<file path="src/rtl/reg_scoreboard_decoder_pkg.sv">
// Shared constants and types for the register-file write decoder/scoreboard.
// Defaults: 5-bit register address, 2-bit pending counters, zero reg = 31.
package regfile_pkg;

   localparam int ADDR_W   = 5;
   localparam int CNT_W    = 2;
   localparam int ZERO_REG = (2**ADDR_W) - 1;

   typedef logic [CNT_W-1:0]       pend_cnt_t;
   typedef logic [(2**ADDR_W)-1:0] reg_vec_t;

endpackage

</file>
<file path="src/rtl/reg_scoreboard_decoder_if.sv">
// Writeback/issue bundle between pipeline control and the scoreboard.
// master drives wb_*/iss_*; slave returns wr_onehot, stall, busy, err.
interface reg_scoreboard_decoder_if #(
   parameter int ADDR_W = regfile_pkg::ADDR_W
) ();

   localparam int NREGS = 2**ADDR_W;

   logic              wb_en;
   logic [ADDR_W-1:0] wb_addr;
   logic [NREGS-1:0]  wr_onehot;
   logic              iss_en;
   logic [ADDR_W-1:0] iss_dst;
   logic [ADDR_W-1:0] iss_src_a;
   logic [ADDR_W-1:0] iss_src_b;
   logic              stall;
   logic [NREGS-1:0]  busy;
   logic              err;

   modport master (
      output wb_en, wb_addr,
      output iss_en, iss_dst, iss_src_a, iss_src_b,
      input  wr_onehot, stall, busy, err
   );

   modport slave (
      input  wb_en, wb_addr,
      input  iss_en, iss_dst, iss_src_a, iss_src_b,
      output wr_onehot, stall, busy, err
   );

endinterface

</file>
<file path="src/rtl/reg_scoreboard_decoder_dec.sv">
// decoder_param: binary address to one-hot, gated by enable (combinational).
// Ports: en_i, addr_i[ADDR_W] in; onehot_o[2**ADDR_W] out.
module decoder_param #(
   parameter int ADDR_W = regfile_pkg::ADDR_W
) (
   input  logic                   en_i,
   input  logic [ADDR_W-1:0]      addr_i,
   output logic [(2**ADDR_W)-1:0] onehot_o
);

   always_comb begin
      onehot_o         = '0;
      onehot_o[addr_i] = en_i;
   end

endmodule

</file>
<file path="src/rtl/reg_scoreboard_decoder.sv">
// Write-port decoder plus per-register pending-write scoreboard and stall.
// Ports: clk, reset (sync, active-high), bus (slave modport of the _if).
// Optional SCOREBOARD_BYPASS_EN: let a same-cycle writeback clear hazards.
module reg_scoreboard_decoder #(
   parameter int ADDR_W   = regfile_pkg::ADDR_W,
   parameter int CNT_W    = regfile_pkg::CNT_W,
   parameter int ZERO_REG = (2**ADDR_W) - 1
) (
   input logic                     clk,
   input logic                     reset,
   reg_scoreboard_decoder_if.slave bus
);

   import regfile_pkg::*;

   localparam int NREGS = 2**ADDR_W;
   localparam logic [ADDR_W-1:0] ZERO_A  = ADDR_W'(ZERO_REG);
   localparam logic [CNT_W-1:0]  CNT_MAX = '1;
   localparam logic [CNT_W-1:0]  CNT_ONE = CNT_W'(1);
   localparam logic [NREGS-1:0]  ZMASK   =
      {{(NREGS-1){1'b0}}, 1'b1} << ZERO_REG;

   logic [CNT_W-1:0] cnt_q [NREGS];
   logic [CNT_W-1:0] cnt_d [NREGS];
   logic             err_q, err_d;

   logic [NREGS-1:0] wb_dec, iss_dec;
   logic [NREGS-1:0] inc, dec;
   logic [CNT_W-1:0] cnt_a, cnt_b, cnt_dst;
   logic             hazard_a, hazard_b, full_dst;
   logic             iss_fire;

   decoder_param #(.ADDR_W(ADDR_W)) u_wb_dec (
      .en_i     (bus.wb_en),
      .addr_i   (bus.wb_addr),
      .onehot_o (wb_dec)
   );

   decoder_param #(.ADDR_W(ADDR_W)) u_iss_dec (
      .en_i     (iss_fire),
      .addr_i   (bus.iss_dst),
      .onehot_o (iss_dec)
   );

   // The zero register never gets a write enable nor a pending count.
   assign dec           = wb_dec & ~ZMASK;
   assign inc           = iss_dec & ~ZMASK;
   assign bus.wr_onehot = dec;

   assign cnt_a   = cnt_q[bus.iss_src_a];
   assign cnt_b   = cnt_q[bus.iss_src_b];
   assign cnt_dst = cnt_q[bus.iss_dst];

`ifdef SCOREBOARD_BYPASS_EN
   // Last outstanding write retiring now: write-through forwards the data.
   logic byp_a, byp_b, byp_dst;
   assign byp_a   = bus.wb_en && bus.wb_addr == bus.iss_src_a
                    && cnt_a == CNT_ONE;
   assign byp_b   = bus.wb_en && bus.wb_addr == bus.iss_src_b
                    && cnt_b == CNT_ONE;
   assign byp_dst = bus.wb_en && bus.wb_addr == bus.iss_dst;
`else
   logic byp_a, byp_b, byp_dst;
   assign byp_a   = 1'b0;
   assign byp_b   = 1'b0;
   assign byp_dst = 1'b0;
`endif

   assign hazard_a = bus.iss_src_a != ZERO_A && cnt_a != '0 && !byp_a;
   assign hazard_b = bus.iss_src_b != ZERO_A && cnt_b != '0 && !byp_b;
   assign full_dst = bus.iss_dst != ZERO_A && cnt_dst == CNT_MAX
                     && !byp_dst;

   assign bus.stall = bus.iss_en && (hazard_a || hazard_b || full_dst);
   assign iss_fire  = bus.iss_en && !bus.stall;

   always_comb begin
      err_d = err_q;
      for (int i = 0; i < NREGS; i++) begin
         cnt_d[i] = cnt_q[i];
         if (inc[i] && !dec[i]) begin
            cnt_d[i] = cnt_q[i] + CNT_ONE;
         end else if (dec[i] && !inc[i]) begin
            if (cnt_q[i] == '0) err_d = 1'b1;
            else                cnt_d[i] = cnt_q[i] - CNT_ONE;
         end
      end
   end

   always_ff @(posedge clk) begin
      if (reset) begin
         for (int i = 0; i < NREGS; i++) cnt_q[i] <= '0;
         err_q <= 1'b0;
      end else begin
         for (int i = 0; i < NREGS; i++) cnt_q[i] <= cnt_d[i];
         err_q <= err_d;
      end
   end

   always_comb begin
      bus.busy = '0;
      for (int i = 0; i < NREGS; i++) bus.busy[i] = |cnt_q[i];
   end

   assign bus.err = err_q;

endmodule
</file>
<file path="src/flat_wrapper.sv">
// flat-port wrapper written by rule: the top's interface ports become plain ports
module reg_scoreboard_decoder_flat import regfile_pkg::*;
#(
   parameter int ADDR_W   = regfile_pkg::ADDR_W,
   parameter int CNT_W    = regfile_pkg::CNT_W,
   parameter int ZERO_REG = (2**ADDR_W) - 1
)
  (clk, reset, bus_wb_en, bus_wb_addr, bus_iss_en, bus_iss_dst, bus_iss_src_a, bus_iss_src_b, bus_wr_onehot, bus_stall, bus_busy, bus_err);
  reg_scoreboard_decoder_if #(.ADDR_W(ADDR_W)) bus_i ();
  input logic clk;
  input logic reset;
  input wire logic [$bits(bus_i.wb_en)-1:0] bus_wb_en;
  input wire logic [$bits(bus_i.wb_addr)-1:0] bus_wb_addr;
  input wire logic [$bits(bus_i.iss_en)-1:0] bus_iss_en;
  input wire logic [$bits(bus_i.iss_dst)-1:0] bus_iss_dst;
  input wire logic [$bits(bus_i.iss_src_a)-1:0] bus_iss_src_a;
  input wire logic [$bits(bus_i.iss_src_b)-1:0] bus_iss_src_b;
  output wire logic [$bits(bus_i.wr_onehot)-1:0] bus_wr_onehot;
  output wire logic [$bits(bus_i.stall)-1:0] bus_stall;
  output wire logic [$bits(bus_i.busy)-1:0] bus_busy;
  output wire logic [$bits(bus_i.err)-1:0] bus_err;
  assign bus_i.wb_en = bus_wb_en;
  assign bus_i.wb_addr = bus_wb_addr;
  assign bus_i.iss_en = bus_iss_en;
  assign bus_i.iss_dst = bus_iss_dst;
  assign bus_i.iss_src_a = bus_iss_src_a;
  assign bus_i.iss_src_b = bus_iss_src_b;
  assign bus_wr_onehot = bus_i.wr_onehot;
  assign bus_stall = bus_i.stall;
  assign bus_busy = bus_i.busy;
  assign bus_err = bus_i.err;
  reg_scoreboard_decoder #(.ADDR_W(ADDR_W), .CNT_W(CNT_W), .ZERO_REG(ZERO_REG)) u_core (.clk(clk), .reset(reset), .bus(bus_i));
endmodule
</file>
<file path="config.mk">
export PLATFORM = sky130hd
export DESIGN_NAME = reg_scoreboard_decoder_flat
export DESIGN_NICKNAME = d
export VERILOG_FILES = /design/src/rtl/reg_scoreboard_decoder_pkg.sv /design/src/rtl/reg_scoreboard_decoder_if.sv /design/src/rtl/reg_scoreboard_decoder_dec.sv /design/src/rtl/reg_scoreboard_decoder.sv /design/src/flat_wrapper.sv
export SDC_FILE = /design/constraint.sdc
export NUM_CORES = 1
export LEC_CHECK = 0
export ABC_AREA = 1
export CORE_MARGIN = 2
export CORE_UTILIZATION = 35
export DETAILED_ROUTE_END_ITERATION = 12
export DONT_BUFFER_PORTS = 1
export GPL_TIMING_DRIVEN = 0
export PLACE_DENSITY_LB_ADDON = 0.05
export RECOVER_POWER = 25
export SLEW_MARGIN = 10
export SYNTH_ARGS = -nofsm -noshare
export SYNTH_HDL_FRONTEND = slang
export SYNTH_SLANG_ARGS = --single-unit
export TNS_END_PERCENT = 10
</file>
<file path="constraint.sdc">
create_clock -name clk -period 4.44 [get_ports clk]
set_clock_uncertainty 0.05 [all_clocks]
set_input_delay 0.444 -clock clk [delete_from_list [all_inputs] [get_ports clk]]
set_output_delay 0.444 -clock clk [all_outputs]
set_load 0.02 [all_outputs]
</file>
## Word level (Yosys, flattened, before mapping)

Memories as Yosys holds them, arrays and structs flattened.
Cells that the tools add are included.

- Memories kept: 1
- RAM bits: 64
- Bits in registers: 1
- Input bits: 24
- Logic and storage cells: 530
- Output and inout bits: 66

- Add/sub/neg operators: 62
- Muxes and demuxes: 225
- Reduce and logical (&&, ||, !) cells: 199
- Equality and inequality tests: 4
- $lt $le $gt $ge: 4
- Bitwise logic cells: 34

Memory list:

| name | words | width | read ports | clocked after memory_dff | wr ports | line | text |
|---|---|---|---|---|---|---|---|
| u_core.cnt_q | 32 | 2 | 35 | 0 | 32 | reg_scoreboard_decoder.sv:23 | `logic [CNT_W-1:0] cnt_q [NREGS];` |

Operators with widths:

| kind | number |
|---|---|
| $mux W2 | 125 |
| $mux W1 | 98 |
| $logic_and A1 B1 Y1 | 69 |
| $reduce_or A2 Y1 | 32 |
| $logic_not A1 Y1 | 63 |
| $add A2 B1 Y2 const B | 31 |
| $and A31 B31 Y31 | 2 |
| $logic_not A2 Y1 | 31 |
| $sub A2 B1 Y2 const B | 31 |
| $or A1 B1 Y1 | 32 |
| $ne A5 B5 Y1 const B | 3 |
| $lt A5 B6 Y1 const B | 2 |
| $demux W1 S5 | 2 |
| $ge A5 B1 Y1 const B | 2 |
| $reduce_bool A2 Y1 | 2 |
| $eq A2 B2 Y1 const B | 1 |
| $logic_or A1 B1 Y1 | 2 |

## Logic depth before layout (Yosys ltp)

An unclocked memory read counts as a cell.

- Depth in word-level cells: 103
- Depth in mapped cells: 23
- Gate-level depth less buffers: 22

## By module

A second synthesis with hierarchy kept.

- Cell total of the unflattened synthesis: 982
- Area total of the unflattened synthesis: 5876.9 sq um

By module, submodules not included:

| module | times used | area an instance (sq um) | cells each |
|---|---|---|---|
| reg_scoreboard_decoder | 1 | 5476.5 | 882 |
| decoder_param | 2 | 200.2 | 50 |

## Worst setup path after synthesis

No wires, ideal clock.

- Kind: input port to flip-flop
- Start: input bus_iss_src_b[1]
- End: register u_core.err_q (netlist: u_core.bus.err)
- Required time: 4258 ps
- Stages: 21
- Buffers on the path: 2
- Arrival: 2517 ps
- Path slack: 1740 ps
- Setup time: 132 ps
- Cell sequence: buf_2 -> nor2_2 -> nand2_1 -> nand2_1 -> inv_1 -> nand2_1 -> nand2_1 -> nand2_1 -> nor2_1 -> nand2_1 -> nand3_1 -> nor2_4 -> buf_2 -> nand4_1 -> ha_1 -> nand3_1 -> o21ai_0 -> a211oi_1 -> nand4_1 -> nor2_1 -> a21oi_1

- Word-level cells in the longest chain between the ends: 103
- Elaborated cells on any way between the ends: 195
- Those cells by class: eq/ne (1); mux (92); bitwise (1); reduce/logical (100); memory (1)

RTL lines:

| item | line | text |
|---|---|---|
| from (decl) | flat_wrapper.sv:17 | `input wire logic [$bits(bus_i.iss_src_b)-1:0] bus_iss_src_b;` |
| $mem_v2 Z32 W2 | - |  |
| $reduce_bool A2 Y1 | reg_scoreboard_decoder.sv:70 | `assign hazard_b = bus.iss_src_b != ZERO_A && cnt_b != '0 && !byp_b;` |
| $logic_and A1 B1 Y1 (*) | reg_scoreboard_decoder.sv:70 |  |
| $logic_or A1 B1 Y1 (*) (2 in series) | reg_scoreboard_decoder.sv:74 | `assign bus.stall = bus.iss_en && (hazard_a \|\| hazard_b \|\| full_dst);` |
| $logic_and A1 B1 Y1 (*) | reg_scoreboard_decoder.sv:74 |  |
| $logic_not A1 Y1 (*) | reg_scoreboard_decoder.sv:75 | `assign iss_fire = bus.iss_en && !bus.stall;` |
| $logic_and A1 B1 Y1 (*) | reg_scoreboard_decoder.sv:75 |  |
| $and A31 B31 Y31 (no source line) (*) | - |  |
| (+86 left out) | - |  |
| $mux W1 | reg_scoreboard_decoder.sv:83 | `end else if (dec[i] && !inc[i]) begin` |
| $mux W1 | reg_scoreboard_decoder.sv:81 | `if (inc[i] && !dec[i]) begin` |
| $mux W1 | reg_scoreboard_decoder.sv:84 | `if (cnt_q[i] == '0) err_d = 1'b1;` |
| $mux W1 | reg_scoreboard_decoder.sv:83 |  |
| $mux W1 | reg_scoreboard_decoder.sv:81 |  |
| $mux W1 | reg_scoreboard_decoder.sv:84 |  |
| $mux W1 | reg_scoreboard_decoder.sv:83 |  |
| $mux W1 (*) | reg_scoreboard_decoder.sv:81 |  |
| to (signal assigned) | reg_scoreboard_decoder.sv:96 | `err_q <= err_d;` |
| to (decl) | reg_scoreboard_decoder.sv:25 | `logic err_q, err_d;` |

Mark *: on every way between the ends. The rest lies on a longest branch, timed or not.
A chain may end at the register's enable or synchronous reset.

==> flow_summary.toml <==
[synthesis]
netlist_area_sq_mm = 0.00627
synth_top_family_by_area = "simple AND/OR/NAND/NOR gates"
synth_largest_area_cell = "dfxtp_1"
syn_area_per_cell_sq_um = 5.78
synth_cell_types = 31
synth_fa_ha_area_frac = 0.124
yosys_warnings = 0
synth.area.top_cells = "dfxtp_1 20%, nand2_1 17%, ha_1 12%"
yosysSeqAreaShare = 0.201
synth_simple_gate_area_share = 0.395
synth_xor_area_frac = 0
synth_compound_area_frac = 0.147
yosysTopAreaCellShare = 0.201
synthMuxAreaShare = 0
ys_ff_latch = 63
syn_inst = 1085

[global_route]
grt_antenna_before_repair = 0
grt_max_degree = 11
grt_overflow = 0
grt_first_pass_wirelength_mm = 38.0
grt_pass1_vias = 6126
gr-usage-all-layers = 0.282

[floorplanning]
core_area_sq_mm = 0.0174
die_w_um = 138
die_h_um = 138
design.die.area_sq_mm = 0.0190
start_util = 0.360
rows = 48
io_pins = 90

[setup_path]
cp_slowest_cell = "nor2_1"
crit_path_start_kind = "flop"
critPathMaxFanout = 9
path_cells = "nor2_1 > inv_1 > nand2_1 > nand4_1 > nand2_1 > nand2_1 > nand3_1 > nand3_1 > nor2_4 > nand3_2 > nor2_1 > ha_1 > inv_1 > nand2_1 > o21ai_0 > a211oi_1 > nand4_1 > nor2_1 > a21oi_1"
slowest_delay_ns = 0.49
cp.arrival_ns = 4.03
worst-path-buf-inv = 2
critPathRequiredTime_ns = 4.60
worstSetupPathType = "flop to flop"
cpMostUsedCell = "nand2_1"
cp-end-kind = "flop"
crit_family = "simple AND/OR/NAND/NOR gates"

[clock_tree]
post-cts-setup-buffers = 0
cts-root-buf = "clkbuf_16"
cts.sinks = 63
clock_latency_ns = 0.36
numCtsBuffers = 9
ctsResizeCount = 0
clockBufferDepth = 2
cts_hold_buf = 0
path_clk_slew_ns = 0.06
cts_tree = "yes"
ctsHtreeMaxLevel = 3

[timing]
finalSetupViolCount = 0
rsz0062_at_grt = "no"
post-route-period-util = 0.873
fmax_mhz = 258
worst_slew_pin_slew_ns = 1.04
setup_tns_ns = 0
relSlewSlack = 0.303
slew_viol_final = 0
setup_ws_ns = 0.564
hold_viol_final = 0
period_minus_slack_ns = 3.88

[finish]
areaGrowthSynthToFinish_pct = 9.32
antennaDiodeCount = 0
drive_above_1_share = 0.0354
fillCellCount = 1974
fin_cells = 1326
final_area_sq_mm = 0.00685
final_util = 0.393
final_nets = 1183

[placed_design]
place_ws_ns = 0.307
dp_cells = 1311
io_buffer_count = 0
place.gp.congestion = 0.925
hpwl_mm = 20.6
placed_cell_area_sq_mm = 0.00655

[job]
drv_cap = 0

[drt]
routed_wl_mm = 26.3
ant_nets = 0
drt_iter0_markers = 670
viasPerCell = 5.26
wl_per_cell_um = 19.8
route.detailed.drc = 0
dr.pass1.iters = 5
vias = 6976

[power]
ir_drop_mv = 0.172
p_leak_nw = 3.04
powerDensity_mw_per_mm2 = 223

[outcome]
outcome = "finished clean"

[worst_hold_path]
hold_class = "flop to flop"
[flip-flops by register name, indices dropped and copies added, names as in the netlist]
register,cells
u_core.bus.err,1
u_core.cnt_q,62
[cells in the final DEF (no fill, tap or decap), types with 9 or more instances in the layout]
cell       synthesis  layout
a211oi_1          41      41
clkbuf_1          14      15
o21ai_0           24      24
nor2_1           182     182
nand4_1           36      36
nand3_1           54      54
ha_1              62      62
inv_1            183     183
clkbuf_16          0       9
o211ai_1           9       9
nor3_1            31      31
nand2_1          279     279
dfxtp_1           63      63
a21oi_1           63      63
[routing by layer]
metal	wire [um]	vias up	track usage
li1	-	3519	-
met1	12000	3155	0.388
met2	11300	260	0.436
met3	2260	42	0.0618
met4	699	0	0.0924
met5	0	-	0
[worst reg2reg max path, stage by stage (launching register included)]
cell and delay [ns]:
dfxtp_1 0.34, nor2_1 0.49, inv_1 0.28, nand2_1 0.12
nand4_1 0.07, nand2_1 0.09, nand2_1 0.05, nand3_1 0.07
nand3_1 0.13, nor2_4 0.27, nand3_2 0.35, nor2_1 0.27
ha_1 0.20, inv_1 0.05, nand2_1 0.13, o21ai_0 0.18
a211oi_1 0.27, nand4_1 0.14, nor2_1 0.12, a21oi_1 0.07
[cell type report]
type,count,area [sq um],share of cell area
plain buffers,27,131,0.0192
multi-input cells,810,4180,0.610
clock inverters,3,42.5,0.00621
clock buffers,12,256,0.0374
well taps,225,282,0.0411
flip-flops and latches,63,1260,0.184
inverters,186,698,0.102
[worst paths after layout]
| kind | start | to | cells past startpoint | slack [ns] |
|---|---|---|---|---|
| worst min-delay path | u_core.cnt_q[20][1] | u_core.cnt_q[20][1] | 2 | 0.44 |
| worst max-delay path | u_core.cnt_q[30][0] | u_core.bus.err | 19 | 0.56 |
| worst min register to register | u_core.cnt_q[20][1] | u_core.cnt_q[20][1] | 2 | 0.44 |
| worst max register to register | u_core.cnt_q[30][0] | u_core.bus.err | 19 | 0.56 |
[logic make-up (layout without fill, tap and decap cells)]
logic type | Yosys count | after routing
adders and majority gates | 62 | 62
buffers and inverters | 213 | 228
DFF | 63 | 63
and+or+nand+nor | 594 | 594
other | 1 | 2
AOI/OAI and AO/OA | 152 | 152
[synthesized netlist by cell type (all sizes together)]
| cell type | n |
|---|---|
| a211oi | 41 |
| a21oi | 63 |
| a221oi | 3 |
| a22o | 2 |
| a31o | 1 |
| buf | 13 |
| clkbuf | 14 |
| clkinv | 1 |
| conb | 1 |
| dfxtp | 63 |
| ha | 62 |
| inv | 185 |
| nand2 | 279 |
| nand3 | 58 |
| nand4 | 36 |
| nor2 | 185 |
| nor3 | 31 |
| nor4 | 1 |
| o2111a | 1 |
| o2111ai | 2 |
| o211ai | 9 |
| o21ai | 30 |
| or2 | 4 |
[power breakdown]
part,total [mW],internal (mW),switching [mW]
clock network,0.753,0.462,0.292
registers,0.570,0.567,0.00350
logic,0.207,0.0451,0.162
[per-stage QoR]
stage	total power, mW	hold WS [ns]
6_report	1.53	0.444
5_1_grt	1.58	0.460
4_1_cts	1.53	0.444
3_5_place_dp	0.785	0.437
3_3_place_gp	0.785	0.435
2_1_floorplan	0.714	0.412
No activity file was read; power rests on OpenSTA's default activity.
